<file path="config.mk">
export PLATFORM = sky130hd
export DESIGN_NAME = phase_diff_meter
export DESIGN_NICKNAME = d
export VERILOG_FILES = /design/src/rtl/pdiff_pkg.sv /design/src/rtl/pdiff_sync_edge.sv /design/src/rtl/phase_diff_meter.sv
export SDC_FILE = /design/constraint.sdc
export NUM_CORES = 1
export LEC_CHECK = 0
export ABC_AREA = 1
export BUFFER_PORTS_ARGS = -buffer_cell sky130_fd_sc_hd__buf_2
export CAP_MARGIN = 20
export CORE_ASPECT_RATIO = 0.6
export CORE_MARGIN = 1.5
export CORE_UTILIZATION = 30
export DETAILED_ROUTE_END_ITERATION = 10
export HOLD_SLACK_MARGIN = 0.15
export PLACE_DENSITY = 0.44
export SETUP_SLACK_MARGIN = 0.1
export SLEW_MARGIN = 20
export SYNTH_ARGS = -nofsm -noshare
export SYNTH_HDL_FRONTEND = slang
export SYNTH_SLANG_ARGS = --single-unit
</file>
<file path="constraint.sdc">
create_clock -name clk400_i -period 4.6 [get_ports clk400_i]
set_clock_uncertainty 0.05 [all_clocks]
set_input_delay 0.92 -clock clk400_i [delete_from_list [all_inputs] [get_ports clk400_i]]
set_output_delay 0.92 -clock clk400_i [all_outputs]
set_load 0.02 [all_outputs]
</file>
<file path="src/rtl/pdiff_pkg.sv">
// rtl/pdiff_pkg.sv - shared FSM encoding and default sizing for the phase difference meter
package pdiff_pkg;

    typedef enum logic [1:0] {
        IDLE     = 2'd0,
        REF_LEAD = 2'd1,
        FB_LEAD  = 2'd2
    } pdiff_state_t;

    localparam int PDIFF_SYNC_STAGES = 2;
    localparam int PDIFF_CNT_W       = 8;
    localparam int PDIFF_MAX_CNT     = 79;
    localparam int PDIFF_LOCK_TOL    = 2;
    localparam int PDIFF_LOCK_COUNT  = 16;

endpackage

</file>
<file path="src/rtl/pdiff_sync_edge.sv">
// rtl/pdiff_sync_edge.sv - input synchroniser with warm-up gated, registered rising-edge pulse
module pdiff_sync_edge
    import pdiff_pkg::*;
#(
    parameter int SYNC_STAGES = PDIFF_SYNC_STAGES
) (
    input  logic clk400_i,
    input  logic rst_n_i,
    input  logic async_i,
    output logic rise_o
);

    localparam int WARM   = SYNC_STAGES + 1;
    localparam int WARM_W = $clog2(WARM + 1);

    logic [SYNC_STAGES-1:0] r_sync;
    logic                   r_prev;
    logic                   r_rise;
    logic [WARM_W-1:0]      r_warm;
    logic                   w_warm_done;

    assign w_warm_done = (r_warm == WARM_W'(WARM));

    // Edges are suppressed until the chain and prev flop hold real samples,
    // so a pin already high at reset release never looks like a rise.
    always_ff @(posedge clk400_i or negedge rst_n_i) begin
        if (!rst_n_i) begin
            r_sync <= '0;
            r_prev <= 1'b0;
            r_rise <= 1'b0;
            r_warm <= '0;
        end else begin
            r_sync <= {r_sync[SYNC_STAGES-2:0], async_i};
            r_prev <= r_sync[SYNC_STAGES-1];
            r_rise <= w_warm_done & r_sync[SYNC_STAGES-1] & ~r_prev;
            if (!w_warm_done) begin
                r_warm <= r_warm + 1'b1;
            end
        end
    end

    assign rise_o = r_rise;

endmodule

</file>
<file path="src/rtl/phase_diff_meter.sv">
// rtl/phase_diff_meter.sv - signed ref/fb phase difference in 400 MHz ticks for the ADPLL loop filter
// Optional lock detector enabled by defining PDIFF_LOCK_DET_EN.
module phase_diff_meter
    import pdiff_pkg::*;
#(
    parameter int SYNC_STAGES = PDIFF_SYNC_STAGES,
    parameter int CNT_W       = PDIFF_CNT_W,
    parameter int MAX_CNT     = PDIFF_MAX_CNT,
    parameter int LOCK_TOL    = PDIFF_LOCK_TOL,
    parameter int LOCK_COUNT  = PDIFF_LOCK_COUNT
) (
    input  logic                    clk400_i,
    input  logic                    rst_n_i,
    input  logic                    ref_i,
    input  logic                    fb_i,
    output logic signed [CNT_W:0]   diff_o,
    output logic                    diff_valid_o,
    output logic                    timeout_o,
    output logic                    locked_o
);

    generate
        if (SYNC_STAGES < 2 || MAX_CNT < 1 || MAX_CNT >= (2 ** CNT_W) ||
            LOCK_COUNT < 1 || LOCK_TOL < 0) begin : g_bad_cfg
            $error("phase_diff_meter: illegal parameter combination");
        end
    endgenerate

    logic w_ref_e;
    logic w_fb_e;

    pdiff_sync_edge #(.SYNC_STAGES(SYNC_STAGES)) u_ref_sync (
        .clk400_i (clk400_i),
        .rst_n_i  (rst_n_i),
        .async_i  (ref_i),
        .rise_o   (w_ref_e)
    );

    pdiff_sync_edge #(.SYNC_STAGES(SYNC_STAGES)) u_fb_sync (
        .clk400_i (clk400_i),
        .rst_n_i  (rst_n_i),
        .async_i  (fb_i),
        .rise_o   (w_fb_e)
    );

    pdiff_state_t          r_state;
    pdiff_state_t          w_state_n;
    logic [CNT_W-1:0]      r_cnt;
    logic [CNT_W-1:0]      w_cnt_n;
    logic signed [CNT_W:0] r_diff;
    logic signed [CNT_W:0] w_diff_n;
    logic                  r_valid;
    logic                  w_valid_n;
    logic                  r_timeout;
    logic                  w_timeout_n;
    logic signed [CNT_W:0] w_pos;
    logic signed [CNT_W:0] w_neg;
    logic                  w_at_max;

    assign w_pos    = $signed({1'b0, r_cnt});
    assign w_neg    = -w_pos;
    assign w_at_max = (r_cnt >= CNT_W'(MAX_CNT));

    always_ff @(posedge clk400_i or negedge rst_n_i) begin
        if (!rst_n_i) begin
            r_state   <= IDLE;
            r_cnt     <= '0;
            r_diff    <= '0;
            r_valid   <= 1'b0;
            r_timeout <= 1'b0;
        end else begin
            r_state   <= w_state_n;
            r_cnt     <= w_cnt_n;
            r_diff    <= w_diff_n;
            r_valid   <= w_valid_n;
            r_timeout <= w_timeout_n;
        end
    end

    // In a LEAD state the other edge is checked first, so a simultaneous pair
    // closes the running measurement and the leader's edge reopens a new one.
    always_comb begin
        w_state_n   = r_state;
        w_cnt_n     = r_cnt;
        w_diff_n    = r_diff;
        w_valid_n   = 1'b0;
        w_timeout_n = 1'b0;
        case (r_state)
            IDLE: begin
                if (w_ref_e && w_fb_e) begin
                    w_diff_n  = '0;
                    w_valid_n = 1'b1;
                end else if (w_ref_e) begin
                    w_cnt_n   = CNT_W'(1);
                    w_state_n = REF_LEAD;
                end else if (w_fb_e) begin
                    w_cnt_n   = CNT_W'(1);
                    w_state_n = FB_LEAD;
                end
            end
            REF_LEAD: begin
                if (w_fb_e) begin
                    w_diff_n  = w_pos;
                    w_valid_n = 1'b1;
                    if (w_ref_e) begin
                        w_cnt_n = CNT_W'(1);
                    end else begin
                        w_state_n = IDLE;
                    end
                end else if (w_ref_e) begin
                    w_timeout_n = 1'b1;
                    w_cnt_n     = CNT_W'(1);
                end else if (w_at_max) begin
                    w_timeout_n = 1'b1;
                    w_state_n   = IDLE;
                end else begin
                    w_cnt_n = r_cnt + 1'b1;
                end
            end
            FB_LEAD: begin
                if (w_ref_e) begin
                    w_diff_n  = w_neg;
                    w_valid_n = 1'b1;
                    if (w_fb_e) begin
                        w_cnt_n = CNT_W'(1);
                    end else begin
                        w_state_n = IDLE;
                    end
                end else if (w_fb_e) begin
                    w_timeout_n = 1'b1;
                    w_cnt_n     = CNT_W'(1);
                end else if (w_at_max) begin
                    w_timeout_n = 1'b1;
                    w_state_n   = IDLE;
                end else begin
                    w_cnt_n = r_cnt + 1'b1;
                end
            end
            default: begin
                w_state_n = IDLE;
            end
        endcase
    end

    assign diff_o       = r_diff;
    assign diff_valid_o = r_valid;
    assign timeout_o    = r_timeout;

`ifdef PDIFF_LOCK_DET_EN
    localparam int STREAK_W = $clog2(LOCK_COUNT + 1);
    localparam logic signed [CNT_W:0] TOL = (CNT_W + 1)'(LOCK_TOL);

    logic [STREAK_W-1:0] r_streak;
    logic                r_locked;
    logic                w_in_tol;

    assign w_in_tol = (r_diff <= TOL) && (r_diff >= -TOL);

    // Works from the registered result, so locked_o trails the valid pulse.
    always_ff @(posedge clk400_i or negedge rst_n_i) begin
        if (!rst_n_i) begin
            r_streak <= '0;
            r_locked <= 1'b0;
        end else if (r_timeout || (r_valid && !w_in_tol)) begin
            r_streak <= '0;
            r_locked <= 1'b0;
        end else begin
            if (r_valid && (r_streak != STREAK_W'(LOCK_COUNT))) begin
                r_streak <= r_streak + 1'b1;
            end
            r_locked <= (r_streak == STREAK_W'(LOCK_COUNT));
        end
    end

    assign locked_o = r_locked;
`else
    assign locked_o = 1'b0;
`endif

endmodule

</file>
==> metrics.md, run 1 <==
| Metric | Value |
|---|---|
| Hpwl dp | `between 3000 and 4000 um` |
| Clock transition at path regs | `about 0.08 ns` |
| Area Growth Syn to Fin | `11.7%` |
| Vias per cell | `about 4.8` |
| Row cnt | `22` |
| Worst EP required | `roughly 4.8 ns` |
| Worst-path maximum fanout | `11` |
| CTS Root Cell | `clkbuf_8` |
| Setup crit end kind | `flop` |
| Grt total ovfl | `0` |
| Post-layout util | `34.7%` |
| Sequential share of the synthesized area | `43.3%` |
| R2R Path End | `diff_o[8]` |
| Final Power | `approximately 0.0014 W` |
| Max_slew headroom | `roughly half` |
| Layout cells sized above 1 | `between 10% and 20%` |
| Unrepaired setup endpoints after global routing | `no` |
| Global-route wire length before repair | `about 8000 um` |
| Routed len/inst | `13.9 um` |
| Warnings from Yosys | `0` |
| Synth unique cells | `30` |
| Skew-Pair Late Insertion Delay | `around 0.29 ns` |
| Final Non-Filler Cells | `between 300 and 400` |
| Die Ht | `around 65 um` |
| Initial antenna violation count | `0` |
| Core Box Area | `~6000 um2` |
| Actual slew at the worst max-slew pin | `between 0.7 and 0.8 ns` |
| H-tree levels | `2` |
| Fin crit share | `44.4%` |
| Post-route antenna net violation count | `0` |
| Total power density per cell area | `663 nW/um2` |
| WP data arrival | `around 2.2 ns` |
| Synthesized flop and latch total | `33` |
| Largest net degree at the start of global routing | `34` |
| CTS tree | `done` |
| Post-route DRC | `0` |
| Synthesized Nets | `between 200 and 300` |
| Starting Density | `between 30% and 40%` |
| Status | `finished, final reports clean` |
| Setup crit start | `r_state[0]` |
| Drt total wl | `~4800 um` |
| Cells after synthesis | `around 250` |
| Leak | `about 1.1 nW` |
| Via Count | `about 1700` |
| Max VDD drop | `0.158 mV` |
| FF-to-FF setup slack | `about 2.6 ns` |
| Clock sink count | `33` |
| Final min period | `between 2 and 2.5 ns` |
| Ant diodes | `0` |
| Pre-Repair DR Iteration Count | `5` |
| Number of setup buffers added after CTS | `0` |
| Hold Path Class | `flop to flop` |
| CP endpoint | `diff_o[8]` |
| Iter 0 DRT Violations | `107` |
| # nets final | `between 200 and 300` |
| Inst Count DP | `around 330` |
| MaxCap Viol Count | `0` |
| EDFF count, synth | `0` |
| # hold bufs at CTS | `0` |
| Final setup vio count | `0` |
| Inserted Clock Buffers | `5` |
| TNS Setup | `0 ns` |
| Clk buf depth | `2` |
| Path type of the worst setup path | `flop to flop` |
| F_max | `just under 0.5 GHz` |
| Avg Cell Area, Syn | `around 7.8 um2` |
| Final GP Congestion | `~1` |
| Worst setup SP type | `flop` |
| Vias in the first global route | `around 1500` |
| I/O pin cnt | `16` |
| Netlist Area Pre-Place | `about 1900 um2` |
| Ys flop type | `dfrtp_1` |
| Final Max Tran Viols | `0` |
| FFs w/ async S/R, synth | `100%` |
| Number of port buffers | `14` |
| Overall die width | `106 um` |
| Post-cts resize count | `0` |
| All-Layer GR Usage | `around 15%` |
| FF-to-FF Start | `r_state[0]` |
| R2r worst-path depth | `9` |
| Die area | `6870 um2` |
| Hold Violations, Final | `0` |
-- cell usage after synthesis, types with 2 or more instances --
cell / n / area [um2]
a21oi_1: 8 / 40.0
a22oi_1: 3 / 22.5
a31oi_1: 8 / 50.1
buf_2: 4 / 20.0
buf_6: 4 / 45.0
dfrtp_1: 33 / 826
ha_1: 8 / 100
inv_1: 24 / 90.1
inv_2: 3 / 11.3
mux2_2: 2 / 22.5
nand2_1: 72 / 270
nand3_1: 24 / 120
nand4_1: 3 / 18.8
nor2_1: 17 / 63.8
nor2_2: 3 / 18.8
nor3_1: 2 / 10.0
o21ai_0: 6 / 30.0
o21ai_1: 4 / 20.0
o21ai_2: 2 / 17.5
o22ai_1: 4 / 25.0
xnor2_1: 2 / 17.5
-- stage by stage --
stage                     hold slack [ns]  instance area (um2)  setup slack (ns)
after floorplan                     0.281                 1910              3.04
after global placement              0.286                 2010              2.56
after detailed placement            0.286                 2010              2.53
after CTS                           0.307                 2130              2.51
after global routing                0.317                 2130              2.35
final                               0.306                 2130              2.56
-- layer usage --
| metal | vias up | GRT usage (%) | share of wire (%) |
|---|---|---|---|
| met5 | - | 0 | 0 |
| met4 | 0 | 3.55 | 0.96 |
| met3 | 5 | 4.02 | 8.1 |
| met2 | 65 | 21.1 | 39 |
| met1 | 756 | 22.7 | 52 |
| li1 | 830 | - | - |
-- worst max-delay path: stages, from the launching register on --
cell and delay [ns]:
dfrtp_1 0.39, inv_1 0.08, ha_1 0.35, inv_2 0.17, o22ai_1 0.10, inv_1 0.09
nand3_2 0.24, nor2_2 0.32, nand2_2 0.08, o21ai_2 0.11
-- sequential cells by signal, indices dropped and copies added (netlist names) --
register and count:
u_fb_sync.rise_o 1, u_ref_sync.r_prev 1, u_ref_sync.r_warm 2, u_fb_sync.r_warm 2, u_fb_sync.r_prev 1, diff_valid_o 1, u_ref_sync.rise_o 1, timeout_o 1
diff_o 9, r_state 2, u_fb_sync.r_sync 2, r_cnt 8, u_ref_sync.r_sync 2
-- logic make-up (layout without fill, tap and decap cells) --
group,after synthesis,after routing,synth area share (%)
compound gates,38,38,12.1
xor+xnor,2,2,0.918
fa+ha+maj,8,8,5.24
buf+inv,36,49,9.11
flops,33,33,43.3
mux,2,2,1.18
other cells,1,1,0.196
simple gates,125,125,28.0
-- worst min-delay path by stage --
stage                         startpoint              endpoint  cells after the start
floorplan            u_fb_sync.r_sync[0]   u_fb_sync.r_sync[1]                      0
global placement    u_ref_sync.r_sync[0]  u_ref_sync.r_sync[1]                      0
detailed placement  u_ref_sync.r_sync[0]  u_ref_sync.r_sync[1]                      0
CTS                 u_ref_sync.r_sync[0]  u_ref_sync.r_sync[1]                      0
global route         u_fb_sync.r_sync[0]   u_fb_sync.r_sync[1]                      0
finish              u_ref_sync.r_sync[0]  u_ref_sync.r_sync[1]                      0
-- cells in the final DEF (no fill, tap or decap), drive strengths merged, types with 2 or more instances in the layout --
cell    count
ha          8
nand4       3
a21oi       8
nor3        2
nand3      25
dfrtp      33
clkbuf      6
mux2        2
o21ai      12
inv        27
a31oi       8
buf        14
o22ai       4
nor2       21
xnor2       2
nand2      73
a22oi       3
-- power by group --
group	switching [W]	total (W)	internal, W
Combinational	0.000477	0.000692	0.000215
Clock	0.000116	0.000293	0.000176
Sequential	0.0000656	0.000430	0.000364
-- final cells by class --
| type | count | area (um2) |
|---|---|---|
| Timing Repair Buffer | 14 | 70.1 |
| Sequential cell | 33 | 826 |
| Tap cell | 84 | 105 |
| Fill cell | 652 | 4010 |
| Multi-Input combinational cell | 176 | 910 |
| Clock buffer | 6 | 82.6 |
| Clock inverter | 2 | 37.5 |
| Inverter | 27 | 101 |
Note: power is estimated with default switching activity, not from simulation.
==> run 2: changes to the inputs <==
==> constraint.sdc (replaced) <==
create_clock -name clk400_i -period 2.1 [get_ports clk400_i]
set_clock_uncertainty 0.05 [all_clocks]
set_input_delay 0.42 -clock clk400_i [delete_from_list [all_inputs] [get_ports clk400_i]]
set_output_delay 0.42 -clock clk400_i [all_outputs]
set_load 0.02 [all_outputs]
==> run 2 against run 1 <==
Non-clock buffer count rose by 9. Setup slack worse by 2.3 ns. Utilization rose by 0.65 points. Critical path depth up 1. Flip-flop and latch count stayed put. Clock power is 69% higher. Final cell count grew 2.3%. Sequential power increased by 120%. Design area up 1.9%. Largest power group unchanged. Clock-buffer cell count unchanged.
==> metrics.md, run 2 (same netlist as run 1, synthesis figures left out) <==
| Metric | Value |
|---|---|
| Post-route antenna net violation count | `0` |
| Status | `finished, final reports clean` |
| Path type of the worst setup path | `flop to flop` |
| Post-Place Setup Slack | `roughly 0.25 ns` |
| Final setup vio count | `0` |
| Worst-path maximum fanout | `10` |
| Number of setup buffers added after CTS | `0` |
| Row cnt | `22` |
| WP data arrival | `1.97 ns` |
| Layout cells sized above 1 | `16.5%` |
| Hold slack | `roughly 0.14 ns` |
| Skew-Pair Late Insertion Delay | `between 0.2 and 0.3 ns` |
| Global-route wire length before repair | `about 8100 um` |
| Clock sink count | `33` |
| Switching share of power | `a little under half` |
| Starting Density | `between 30% and 40%` |
| Sequential group share of total power | `about 30%` |
| MaxCap Viol Count | `0` |
| Combinational power share | `53.5%` |
| Final GP Congestion | `about 0.97` |
| Most frequent cells in the layout | `72 x nand2_1, 33 x dfrtp_1, 24 x inv_1, 24 x nand3_1, 17 x nor2_1` |
| Met2 WL | `roughly 1700 um` |
| I/O pin cnt | `16` |
| Max_slew headroom | `around half` |
| Area Growth Syn to Fin | `13.8%` |
| Die area | `6870 um2` |
| R2R Path End | `diff_o[4]` |
| Die Ht | `between 60 and 70 um` |
| CTS Root Cell | `clkbuf_8` |
| Top Metal Used | `met4` |
| Fin crit share | `87.6%` |
| Number of port buffers | `14` |
| CTS tree | `done` |
| H-tree levels | `2` |
| Clock transition at path regs | `about 0.08 ns` |
| Actual slew at the worst max-slew pin | `around 0.74 ns` |
| Worst EP required | `2.23 ns` |
| F_max | `between 0.5 and 0.6 GHz` |
| Routed met1 length | `2610 um` |
| Pre-Repair DR Iteration Count | `5` |
| Internal power | `about 0.0016 W` |
| Drt total wl | `a little under 5000 um` |
| FF-to-FF setup slack | `0.26 ns` |
| Max VDD drop | `~0.44 mV` |
| Initial antenna violation count | `0` |
| Routed len/inst | `13.8 um` |
| Total power density per cell area | `1420 nW/um2` |
| Worst setup SP type | `flop` |
| Grt total ovfl | `0` |
| All-Layer GR Usage | `between 10% and 20%` |
| Hold Violations, Final | `0` |
| Clock power share | `between 15 and 20%` |
| Routed wl met3 | `about 460 um` |
| FF-to-FF Start | `r_state[1]` |
| Hold Path Class | `input port to async pin` |
| Ant diodes | `0` |
| Clk buf depth | `2` |
| Psw | `0.00147 W` |
| R2r worst-path depth | `10` |
| Largest net degree at the start of global routing | `34` |
| TNS Setup | `0 ns` |
| Final min period | `roughly 1.8 ns` |
| Post-route DRC | `0` |
| Via Count | `around 1700` |
| Max FFs per register | `9` |
| Inserted Clock Buffers | `5` |
| Leak | `1.12 nW` |
| Hpwl dp | `~3700 um` |
| Vias per cell | `4.77` |
| Core Box Area | `between 6000 and 7000 um2` |
| Overall die width | `around 110 um` |
| Final Max Tran Viols | `0` |
| Vias in the first global route | `about 1500` |
| # nets final | `between 200 and 300` |
| Most common cell after layout, fill and taps aside | `nand2_1` |
| Setup crit end kind | `flop` |
| Setup WS post-layout | `about 0.26 ns` |
| Iter 0 DRT Violations | `approximately 150` |
| Unrepaired setup endpoints after global routing | `no` |
-- run 2: cell types whose count changed in the layout (fill, tap and decap cells not counted) --
cell       delta
buf_4         +9
bufinv_16     -1
ha_1          -1
ha_2          +1
-- run 2: power groups by stage --
stage / clock network (W) / registers, W / logic (W)
after floorplan: 0 / 0.00102 / 0.00108
after global placement: 0 / 0.000941 / 0.00169
after detailed placement: 0 / 0.000938 / 0.00163
after CTS: 0.000516 / 0.000930 / 0.00163
after global routing: 0.000550 / 0.000960 / 0.00185
final: 0.000496 / 0.000935 / 0.00164
-- run 2: what timing repair did --
item	4_1_cts	5_1_grt
endpoints found under the setup margin	0	3
gates resized for setup	0	1
hold buffers	0	0
-- run 2: area by class of cell --
| class | count | area [um2] |
|---|---|---|
| inverter | 27 | 101 |
| multi-input combinational | 176 | 912 |
| tap | 84 | 105 |
| sequential | 33 | 826 |
| clock inverter | 1 | 7.51 |
| fill | 653 | 3970 |
| timing repair buffer | 23 | 138 |
| clock buffer | 6 | 82.6 |
-- run 2: per-stage QoR --
step	cells	utilization, %	power (W)	instance area [um2]
2_1_floorplan	245	-	0.00210	1910
3_3_place_gp	343	33.9	0.00263	2080
3_5_place_dp	343	33.9	0.00257	2080
4_1_cts	350	35.3	0.00308	2170
5_1_grt	350	35.4	0.00336	2170
6_report	350	35.4	0.00308	2170
-- run 2: worst max path at each step --
stage | start | slack, ns | cells after the start | end
floorplan | r_state[0] | 0.54 | 7 | r_cnt[3]
global placement | r_state[1] | 0.18 | 10 | diff_o[6]
detailed placement | r_state[1] | 0.25 | 10 | diff_o[4]
CTS | r_state[1] | 0.21 | 10 | diff_o[4]
global route | r_state[1] | 0.11 | 10 | diff_o[6]
finish | r_state[1] | 0.26 | 10 | diff_o[4]
-- run 2: metal layers --
metal | GRT usage (%) | vias to the layer above
met2 | 19.2 | 73
met4 | 5.57 | 0
met5 | 0 | -
met3 | 4.83 | 8
met1 | 24.6 | 746
li1 | - | 841
-- run 2: worst max-delay path, stage by stage, from the launching register on --
cell and delay (ns):
dfrtp_1 0.43, inv_1 0.11, ha_2 0.28, inv_2 0.13
o22ai_1 0.22, inv_1 0.07, nand3_2 0.08, buf_4 0.18
nor2_4 0.05, nand2_1 0.08, nand2_1 0.05
